[src/rtl/step_pulse_gen_if.sv]
// Command/status bundle between the motion controller and the step pulse stage.
// The controller side is the master; the pulse generator is the slave.
interface step_pulse_gen_if;
  logic [5:0] MotorOut;
  logic [9:0] PulseNum;
  logic [5:0] DROut;
  logic       Busy;
  logic [5:0] PUL;
  logic [5:0] DIR;
  logic       Done;
  logic [9:0] Remain;

  modport master (
    output MotorOut, PulseNum, DROut,
    input  Busy, PUL, DIR, Done, Remain
  );

  modport slave (
    input  MotorOut, PulseNum, DROut,
    output Busy, PUL, DIR, Done, Remain
  );
endinterface

[src/rtl/step_pulse_gen.sv]
// Step/direction pulse stage for six stepper drivers: DIR setup, N STEP pulses, Done strobe.
// Define SOFTSTART_EN to stretch the LOW phase to 4*LOW_CYC on the first and last RAMP_N steps.
module step_pulse_gen #(
  parameter int HIGH_CYC  = 50,
  parameter int LOW_CYC   = 50,
  parameter int DIR_SETUP = 10,
  parameter int RAMP_N    = 8
) (
  input logic             sysclk,
  input logic             INIT,
  step_pulse_gen_if.slave bus
);

  typedef enum logic [2:0] {IDLE, SETUP, HIGH, LOW, DONE} state_t;

  localparam logic [15:0] SETUP_LOAD = 16'(DIR_SETUP - 1);
  localparam logic [15:0] HIGH_LOAD  = 16'(HIGH_CYC - 1);
  localparam logic [15:0] LOW_LOAD   = 16'(LOW_CYC - 1);

  // Zero-length phases cannot be timed by a reload-to-(len-1) counter.
  if (HIGH_CYC < 1 || LOW_CYC < 1 || DIR_SETUP < 1 || RAMP_N < 0) begin : g_bad_params
    $error("step_pulse_gen: HIGH_CYC, LOW_CYC and DIR_SETUP must be >= 1");
  end

  state_t      state;
  logic [15:0] timer;
  logic [5:0]  sel;
  logic [5:0]  pul;
  logic [5:0]  dir;
  logic [9:0]  remain;
  logic        busy;
  logic        done;
  logic [21:0] last_tuple;
  logic [21:0] tuple;
  logic        one_hot;
  logic        accept;
  logic [15:0] low_load;

  assign tuple   = {bus.MotorOut, bus.PulseNum, bus.DROut};
  assign one_hot = (bus.MotorOut != 6'd0) &&
                   ((bus.MotorOut & (bus.MotorOut - 6'd1)) == 6'd0);
  assign accept  = one_hot && (bus.PulseNum != 10'd0) && (tuple != last_tuple);

`ifdef SOFTSTART_EN
  localparam logic [15:0] SLOW_LOAD = 16'(4 * LOW_CYC - 1);
  localparam logic [9:0]  RAMP      = 10'(RAMP_N);

  logic [9:0] n_total;
  logic [9:0] step_idx;

  // remain was already decremented on HIGH entry, so this is the 1-based step just issued.
  assign step_idx = n_total - remain;
  assign low_load = ((step_idx <= RAMP) || (remain < RAMP)) ? SLOW_LOAD : LOW_LOAD;
`else
  assign low_load = LOW_LOAD;
`endif

  always_ff @(posedge sysclk or posedge INIT) begin
    if (INIT) begin
      state      <= IDLE;
      timer      <= 16'd0;
      sel        <= 6'd0;
      pul        <= 6'd0;
      dir        <= 6'd0;
      remain     <= 10'd0;
      busy       <= 1'b0;
      done       <= 1'b0;
      last_tuple <= 22'd0;
`ifdef SOFTSTART_EN
      n_total    <= 10'd0;
`endif
    end else begin
      timer <= (timer == 16'd0) ? 16'd0 : timer - 16'd1;
      done  <= 1'b0;
      case (state)
        IDLE: begin
          if (accept) begin
            sel        <= bus.MotorOut;
            dir        <= (dir & ~bus.MotorOut) | (bus.DROut & bus.MotorOut);
            remain     <= bus.PulseNum;
            last_tuple <= tuple;
            busy       <= 1'b1;
            timer      <= SETUP_LOAD;
            state      <= SETUP;
`ifdef SOFTSTART_EN
            n_total    <= bus.PulseNum;
`endif
          end
        end
        SETUP: begin
          if (timer == 16'd0) begin
            pul    <= sel;
            remain <= remain - 10'd1;
            timer  <= HIGH_LOAD;
            state  <= HIGH;
          end
        end
        HIGH: begin
          if (timer == 16'd0) begin
            pul   <= 6'd0;
            timer <= low_load;
            state <= LOW;
          end
        end
        LOW: begin
          if (timer == 16'd0) begin
            if (remain != 10'd0) begin
              pul    <= sel;
              remain <= remain - 10'd1;
              timer  <= HIGH_LOAD;
              state  <= HIGH;
            end else begin
              done  <= 1'b1;
              state <= DONE;
            end
          end
        end
        DONE: begin
          busy  <= 1'b0;
          state <= IDLE;
        end
        default: state <= IDLE;
      endcase
    end
  end

  assign bus.Busy   = busy;
  assign bus.PUL    = pul;
  assign bus.DIR    = dir;
  assign bus.Done   = done;
  assign bus.Remain = remain;

endmodule

[src/flat_wrapper.sv]
// flat-port wrapper written by rule: the top's interface ports become plain ports
module step_pulse_gen_flat 
#(
  parameter int HIGH_CYC  = 50,
  parameter int LOW_CYC   = 50,
  parameter int DIR_SETUP = 10,
  parameter int RAMP_N    = 8
)
  (sysclk, INIT, bus_MotorOut, bus_PulseNum, bus_DROut, bus_Busy, bus_PUL, bus_DIR, bus_Done, bus_Remain);
  step_pulse_gen_if bus_i ();
  input logic sysclk;
  input logic INIT;
  input wire logic [$bits(bus_i.MotorOut)-1:0] bus_MotorOut;
  input wire logic [$bits(bus_i.PulseNum)-1:0] bus_PulseNum;
  input wire logic [$bits(bus_i.DROut)-1:0] bus_DROut;
  output wire logic [$bits(bus_i.Busy)-1:0] bus_Busy;
  output wire logic [$bits(bus_i.PUL)-1:0] bus_PUL;
  output wire logic [$bits(bus_i.DIR)-1:0] bus_DIR;
  output wire logic [$bits(bus_i.Done)-1:0] bus_Done;
  output wire logic [$bits(bus_i.Remain)-1:0] bus_Remain;
  assign bus_i.MotorOut = bus_MotorOut;
  assign bus_i.PulseNum = bus_PulseNum;
  assign bus_i.DROut = bus_DROut;
  assign bus_Busy = bus_i.Busy;
  assign bus_PUL = bus_i.PUL;
  assign bus_DIR = bus_i.DIR;
  assign bus_Done = bus_i.Done;
  assign bus_Remain = bus_i.Remain;
  step_pulse_gen #(.HIGH_CYC(HIGH_CYC), .LOW_CYC(LOW_CYC), .DIR_SETUP(DIR_SETUP), .RAMP_N(RAMP_N)) u_core (.sysclk(sysclk), .INIT(INIT), .bus(bus_i));
endmodule
[config.mk]
export PLATFORM = sky130hd
export DESIGN_NAME = step_pulse_gen_flat
export DESIGN_NICKNAME = d
export VERILOG_FILES = /design/src/rtl/step_pulse_gen_if.sv /design/src/rtl/step_pulse_gen.sv /design/src/flat_wrapper.sv
export SDC_FILE = /design/constraint.sdc
export NUM_CORES = 1
export LEC_CHECK = 0
export ABC_AREA = 1
export CAP_MARGIN = 30
export CORE_MARGIN = 2
export CORE_UTILIZATION = 62
export CTS_BUF_LIST = sky130_fd_sc_hd__clkbuf_4 sky130_fd_sc_hd__clkbuf_8
export CTS_CLUSTER_SIZE = 14
export DETAILED_ROUTE_END_ITERATION = 8
export GPL_ROUTABILITY_DRIVEN = 0
export GPL_TIMING_DRIVEN = 0
export PLACE_DENSITY = 0.95
export SLEW_MARGIN = 15
export SYNTH_ARGS = -nofsm -noshare
export SYNTH_HDL_FRONTEND = slang
export SYNTH_SLANG_ARGS = --single-unit
[constraint.sdc]
create_clock -name sysclk -period 3.7 [get_ports sysclk]
set_input_delay 0.37 -clock sysclk [delete_from_list [all_inputs] [get_ports sysclk]]
set_output_delay 0.37 -clock sysclk [all_outputs]
set_load 0.05 [all_outputs]
==> results of run 1 <==
how the worst max path moves through the flow:
stage                                                start  slack, ns  cells after the start                                 to
after floorplan           u_core.bus.Remain[0]$_DFFE_PP0P_       1.61                     11   u_core.bus.Remain[5]$_DFFE_PP0P_
after global placement                                INIT       0.62                      2   u_core.bus.Remain[2]$_DFFE_PP0P_
after detailed placement                   bus_MotorOut[4]       1.29                     11  u_core.last_tuple[10]$_DFFE_PP0P_
after CTS                 u_core.bus.Remain[0]$_DFFE_PP0P_       1.50                     11      u_core.bus.PUL[0]$_DFFE_PP0P_
after global routing      u_core.bus.Remain[0]$_DFFE_PP0P_       1.20                     11      u_core.bus.PUL[1]$_DFFE_PP0P_
final                     u_core.bus.Remain[0]$_DFFE_PP0P_       1.46                     11      u_core.bus.PUL[1]$_DFFE_PP0P_
layout by cell type (no fill, tap or decap):
master	n
or2_2	1
nor4_1	1
inv_2	2
o21ai_1	9
o21ai_0	28
clkbuf_4	2
buf_6	1
nand3_2	13
ha_1	3
nand4_2	2
nor3_1	6
nor2_2	6
nand4_1	11
nand3_1	25
dfrtp_1	65
clkdlybuf4s50_1	47
nand3_4	2
o21ai_2	6
clkbuf_1	3
clkinv_2	1
nor2_1	54
nor2_4	1
buf_2	3
and2_1	1
buf_4	2
nor3_2	1
a21oi_1	3
xor2_1	12
clkbuf_8	10
bufinv_16	2
nand2_4	1
nand2_2	2
inv_4	1
a22oi_1	3
inv_1	67
o22ai_1	1
xnor2_1	6
buf_12	4
nand2_1	180
cell type report:
type                       count  area (µm²)
multi-input combinational    378        1870
sequential                    65        1630
fill                         402        1310
timing repair buffer          48         490
inverter                      70         265
clock buffer                  12         153
buffer                        12         113
tap                           75        93.8
clock inverter                 3        65.1
critical path: stages (launching register included):
cell and delay [ns]:
dfrtp_1 0.44, inv_1 0.16, ha_1 0.16, inv_1 0.06, nor3_1 0.23, nand3_1 0.17
nor2_1 0.20, nand2_1 0.16, nand3_2 0.15, buf_2 0.24, nand2_1 0.10, o21ai_1 0.08
state kept, by name (all words and copies together), names as in the netlist, named ones only:
signal	flops
u_core.timer	16
u_core.bus.PUL	6
u_core.bus.Remain	10
u_core.state	3
u_core.last_tuple	22
u_core.bus.Busy	1
u_core.bus.Done	1
per-layer routing:
| metal | vias to the layer above | GRT usage |
|---|---|---|
| met2 | 175 | 0.509 |
| met4 | 0 | 0.167 |
| met1 | 1743 | 0.353 |
| met3 | 38 | 0.0507 |
| met5 | - | 0 |
| li1 | 1762 | - |
kinds of logic (layout without fill, tap and decap cells):
family                   after synthesis  after routing  share of synthesized area
adder cells (fa/ha/maj)                3              3                    0.00969
flip-flops                            65             65                      0.420
AO/OA/AOI/OAI                         50             50                     0.0727
buffers and inverters                 82            145                     0.0969
XOR/XNOR                              18             18                     0.0407
AND/OR/NAND/NOR                      307            307                      0.360
stage by stage:
stage / cells / power, mW / utilization / hold slack (ns) / setup WS [ns]
2_1_floorplan: 525 / 0.776 / - / 0.467 / 1.61
6_report: 663 / 1.50 / 0.781 / 0.346 / 1.46
4_1_cts: 663 / 1.49 / 0.781 / 0.358 / 1.50
3_3_place_gp: 647 / 0.821 / 0.741 / 0.466 / 0.621
3_5_place_dp: 648 / 0.828 / 0.744 / 0.468 / 1.29
5_1_grt: 663 / 1.54 / 0.781 / 0.380 / 1.20
power by group through the flow:
| stage | logic [mW] | registers (mW) | clock network (mW) |
|---|---|---|---|
| 3_3_place_gp | 0.0922 | 0.729 | 0 |
| 6_report | 0.101 | 0.716 | 0.681 |
| 2_1_floorplan | 0.0440 | 0.732 | 0 |
| 5_1_grt | 0.111 | 0.716 | 0.715 |
| 4_1_cts | 0.100 | 0.716 | 0.678 |
| 3_5_place_dp | 0.0985 | 0.729 | 0 |
==> flow_summary.ini, run 1 <==
[outcome]
status = completed

[clocking]
clock_latency_ns = 0.35
postCtsSetupRepairBufs = 0
h-tree-depth = 3
numCtsBuffers = 9
cts_tree = built
path_clk_slew_ns = 0.07
cts_buffer_depth = 2
post_cts_resized = 0
cts-root-buf = clkbuf_8
clock-sinks = 65
hold_buffers = 0

[place]
dp.final_hpwl_um = 6850
place_area_um2 = 4460
portBuffers = 47

[sta]
hold_viol_final = 0
fin_crit_ns = 2.24
rsz0062_at_grt = false
setup_violations = 0
drv_slew = 0
clock_skew_ns = 0.0108
worst_pin_slew_ns = 0.518
setup_tns_ns = 0
slew_headroom = 0.654
max_freq_ghz = 0.447
post-route-period-util = 0.604

[global_routing]
grt_pass1_vias = 3724
antenna_found_initial = 0
grt-ovfl-total = 0
gr-usage-all-layers = 0.297
grt_pass1_wl_um = 16500
grt_max_degree = 40

[floorplan]
rows = 28
die_w_um = 83.0
start_util = 0.646
io_pins = 48
fp.coreArea_um2 = 5990
die_h_um = 83.0
die_area_um2 = 6890

[yosys]
synth_area_leaders = dfrtp_1 (42%), nand2_1 (17%), inv_1 (6.6%)
seq_area_frac_synth = 0.420
syn_area_um2 = 3870
syn_inst = 525
ys_async_sr_fraction = 1.00
syn_avg_cell_area_um2 = 7.38
ys_ff_latch = 65
synth_nets = 552
synthFlopType = dfrtp_1
yosysTopAreaCell = dfrtp_1
synth_top_cells_by_count = nand2_1 (180), inv_1 (68), dfrtp_1 (65)
synth.most_common_cell = nand2_1
synth_cell_types = 33
ys.warnings.count = 0
synth_edf_count = 0
synth_top_area_share = 0.420

[worst_setup_path]
crit_type = reg -> reg
r2r_setup_slack_ns = 1.46
worstPathRequired_ns = 3.98
reg2regPathDepth = 11
arrival_ns = 2.51
crit_path_max_fanout = 10
setup.worst_path.end_class = flip-flop
reg2reg_to = u_core.bus.PUL[1]$_DFFE_PP0P_
rr_startpoint = u_core.bus.Remain[0]$_DFFE_PP0P_
crit_path_start_kind = flip-flop

[cells_and_area]
drive_gt1_frac = 0.107
final_cell_area_um2 = 4680
nets = 611
antenna_cells = 0
area_growth_pct = 20.8

[routing]
vias_per_cell = 5.61
avgRoutedWirePerCell_um = 14.8
ant_nets = 0
drt-total-wl_um = 9790
wl_met2_um = 4940
dr_total_vias = 3718
wl_met1_um = 3860
first_pass_iters = 5
drc = 0
wl_met3_um = 643
drtIter0Drc = 341
dr.max_layer_used = met4

[power]
power_frac_seq = 0.478
p_int_mw = 1.16
p_sw_frac = 0.225
p_leak_nw = 2.43
switchingPower_mw = 0.336
combPwrFrac = 0.067
clockPowerShare = 0.455
cellPowerDensity_nw_per_um2 = 320
ir_drop_mv = 0.253

[min_path]
min_path_type = in -> async

[job]
maxCapViolCount = 0
Power figures use the tool's default switching activity.
==> run 2, diff against run 1 <==
Settings changed: CORE_UTILIZATION 62 to 52, PLACE_DENSITY 0.95 to 0.86.
Clock period 3.7 ns to 1.8 ns, I/O delays scaled along.
==> run 2 against run 1 <==
Clock power increased by 88%. Final area increased by 6.8%. Flip-flop and latch count unchanged. Highest routed layer unchanged. Worst setup slack got worse by 1.5 ns. Critical endpoint is now u_core.bus.Remain[0]$_DFFE_PP0P_. Global-route usage decreased by 5.7 points. The flow now finishes with violations (setup timing). Maximum frequency increased by 24%. Via count increased by 2.0%. Wire length increased by 2.9%. Critical path depth unchanged. Sequential share of layout area decreased by 2.2 points.
==> flow_summary.ini, run 2 (same netlist as run 1, synthesis figures left out) <==
[outcome]
status = complete, but fails checks
violations = setup timing

[cells_and_area]
seq_area_um2 = 1630
drive_gt1_frac = 0.182
final_core_util = 0.692
area_growth_pct = 29.0
multi_input_area_um2 = 2020
nFillCells = 527
final_cell_mix = nand2_1 (176), dfrtp_1 (63), inv_1 (62)
antenna_cells = 0
final_cell_area_um2 = 4990
layout_commonest_cell = nand2_1
nets = 626
regMostFlops = u_core.last_tuple
largest_reg_flops = 22

[routing]
dr_total_vias = 3791
vias_per_cell = 5.39
first_pass_iters = 6
drc = 0
ant_nets = 0
avgRoutedWirePerCell_um = 14.3
drt-total-wl_um = 10100
drtIter0Drc = 270

[min_path]
min_path_type = in -> reg

[worst_setup_path]
cpMaxStageDelayCell = dfrtp_2
worstPathRequired_ns = 2.08
crit_path_max_fanout = 5
critPathMostFrequentCell = nand3_2
slowest_delay_ns = 0.44
setup.worst_path.end_class = flip-flop
crit_path_start_kind = flip-flop
crit_chain = inv_2 -> ha_4 -> inv_4 -> nor3_4 -> nand3_2 -> nor2_4 -> nand2_4 -> nand3_4 -> clkbuf_16 -> nand3_2 -> nand2_1
arrival_ns = 2.09
cp_num_buf_inv = 3
crit_type = reg -> reg
cp_top_family = simple AND/OR/NAND/NOR gates

[floorplan]
rows = 31
die_area_um2 = 8150
die_h_um = 90.3
start_util = 0.537
fp.coreArea_um2 = 7210
io_pins = 48
die_w_um = 90.3

[sta]
post-route-period-util = 1.00
slew_headroom = 0.542
max_freq_ghz = 0.553
worst_slack_ns = -0.00892
drv_slew = 0
hold_viol_final = 0
hold_ws_ns = 0.241
rsz0062_at_grt = true
fin_crit_ns = 1.81
worst_pin_slew_ns = 0.685
setup_violations = 5
clock_skew_ns = 0.0106

[clocking]
path_clk_slew_ns = 0.08
cts-root-buf = clkbuf_8
cts_buffer_depth = 2
hold_buffers = 0
h-tree-depth = 3
cts_tree = built
clock-sinks = 65
clock_latency_ns = 0.35
numCtsBuffers = 9

[global_routing]
grt_pass1_vias = 3649
gr-usage-all-layers = 0.240
grt_max_degree = 37
grt_pass1_wl_um = 16000
antenna_found_initial = 0
grt-ovfl-total = 0

[power]
cellPowerDensity_nw_per_um2 = 592
p_leak_nw = 2.55
power.total_mw = 2.96
ir_drop_mv = 0.412

[place]
place_area_um2 = 4510
portBuffers = 47
post-place-ws_ns = -0.389
dp.final_hpwl_um = 6900

[job]
maxCapViolCount = 0
==> run 2: cell count changes in the layout (fill, tap and decap cells not counted), moves of 3 or more <==
| cell | delta |
|---|---|
| buf_4 | +13 |
| nand2_2 | +3 |
| nor2_4 | +5 |
| nand2_1 | -4 |
| dlygate4sd2_1 | +8 |
| nand3_1 | -3 |
| inv_1 | -5 |
| inv_2 | +3 |
| nor2_1 | -11 |
| clkdlybuf4s50_1 | -10 |
| clkinvlp_4 | +3 |
| nor2_2 | +6 |
==> run 2: cell type report <==
type,instances,area share
inverters,70,0.0544
plain buffers,12,0.0263
repair buffers,63,0.123
flip-flops and latches,65,0.326
clock buffers,11,0.0291
well taps,99,0.0248
multi-input cells,378,0.405
clock inverters,5,0.0110
==> run 2: report_power, final <==
part / leakage [nW] / switching [mW] / internal [mW]
logic: 1.63 / 0.125 / 0.0820
clock network: 0.0987 / 0.593 / 0.688
registers: 0.823 / 0.00495 / 1.47
==> run 2: routing by layer <==
| metal | global-route usage | share of wire |
|---|---|---|
| met1 | 0.292 | 0.40 |
| met5 | 0 | 0 |
| met4 | 0.117 | 0.036 |
| met3 | 0.0367 | 0.054 |
| met2 | 0.418 | 0.51 |
==> run 2: worst paths after layout <==
| path | start | endpoint | slack (ns) | depth (start not counted) |
|---|---|---|---|---|
| min | bus_MotorOut[4] | flip-flop | 0.24 | 3 |
| min reg2reg | flip-flop | flip-flop | 0.49 | 2 |
| max in group asynchronous | INIT | u_core.bus.Remain[0]$_DFFE_PP0P_ | 0.92 | 3 |
| max reg2reg | u_core.bus.Remain[1]$_DFFE_PP0P_ | u_core.bus.Remain[0]$_DFFE_PP0P_ | -0.009 | 11 |
| max | u_core.bus.Remain[1]$_DFFE_PP0P_ | u_core.bus.Remain[0]$_DFFE_PP0P_ | -0.009 | 11 |
| min in group asynchronous | INIT | u_core.last_tuple[16]$_DFFE_PP0P_ | 0.28 | 2 |
==> run 2: timing repair <==
action / 4_1_cts / 5_1_grt
gates cloned: 0 / 2
pin swaps: 0 / 28
gates resized for setup: 11 / 45
buffers inserted: 1 / 12
endpoints found under the setup margin: 43 / 63
==> run 2: worst register-to-register path, cell delays in order (launching register included) <==
cell	delay [ns]
dfrtp_2	0.44
inv_2	0.08
ha_4	0.14
inv_4	0.04
nor3_4	0.19
nand3_2	0.16
nor2_4	0.17
nand2_4	0.09
nand3_4	0.14
clkbuf_16	0.17
nand3_2	0.06
nand2_1	0.05
==> run 2: through the flow <==
step           std cells  setup TNS [ns]
6_report             703         -0.0179
5_1_grt              703           -1.49
4_1_cts              689          -0.468
3_5_place_dp         672          -16.42
3_3_place_gp         671          -13.83
2_1_floorplan        525         -0.0519
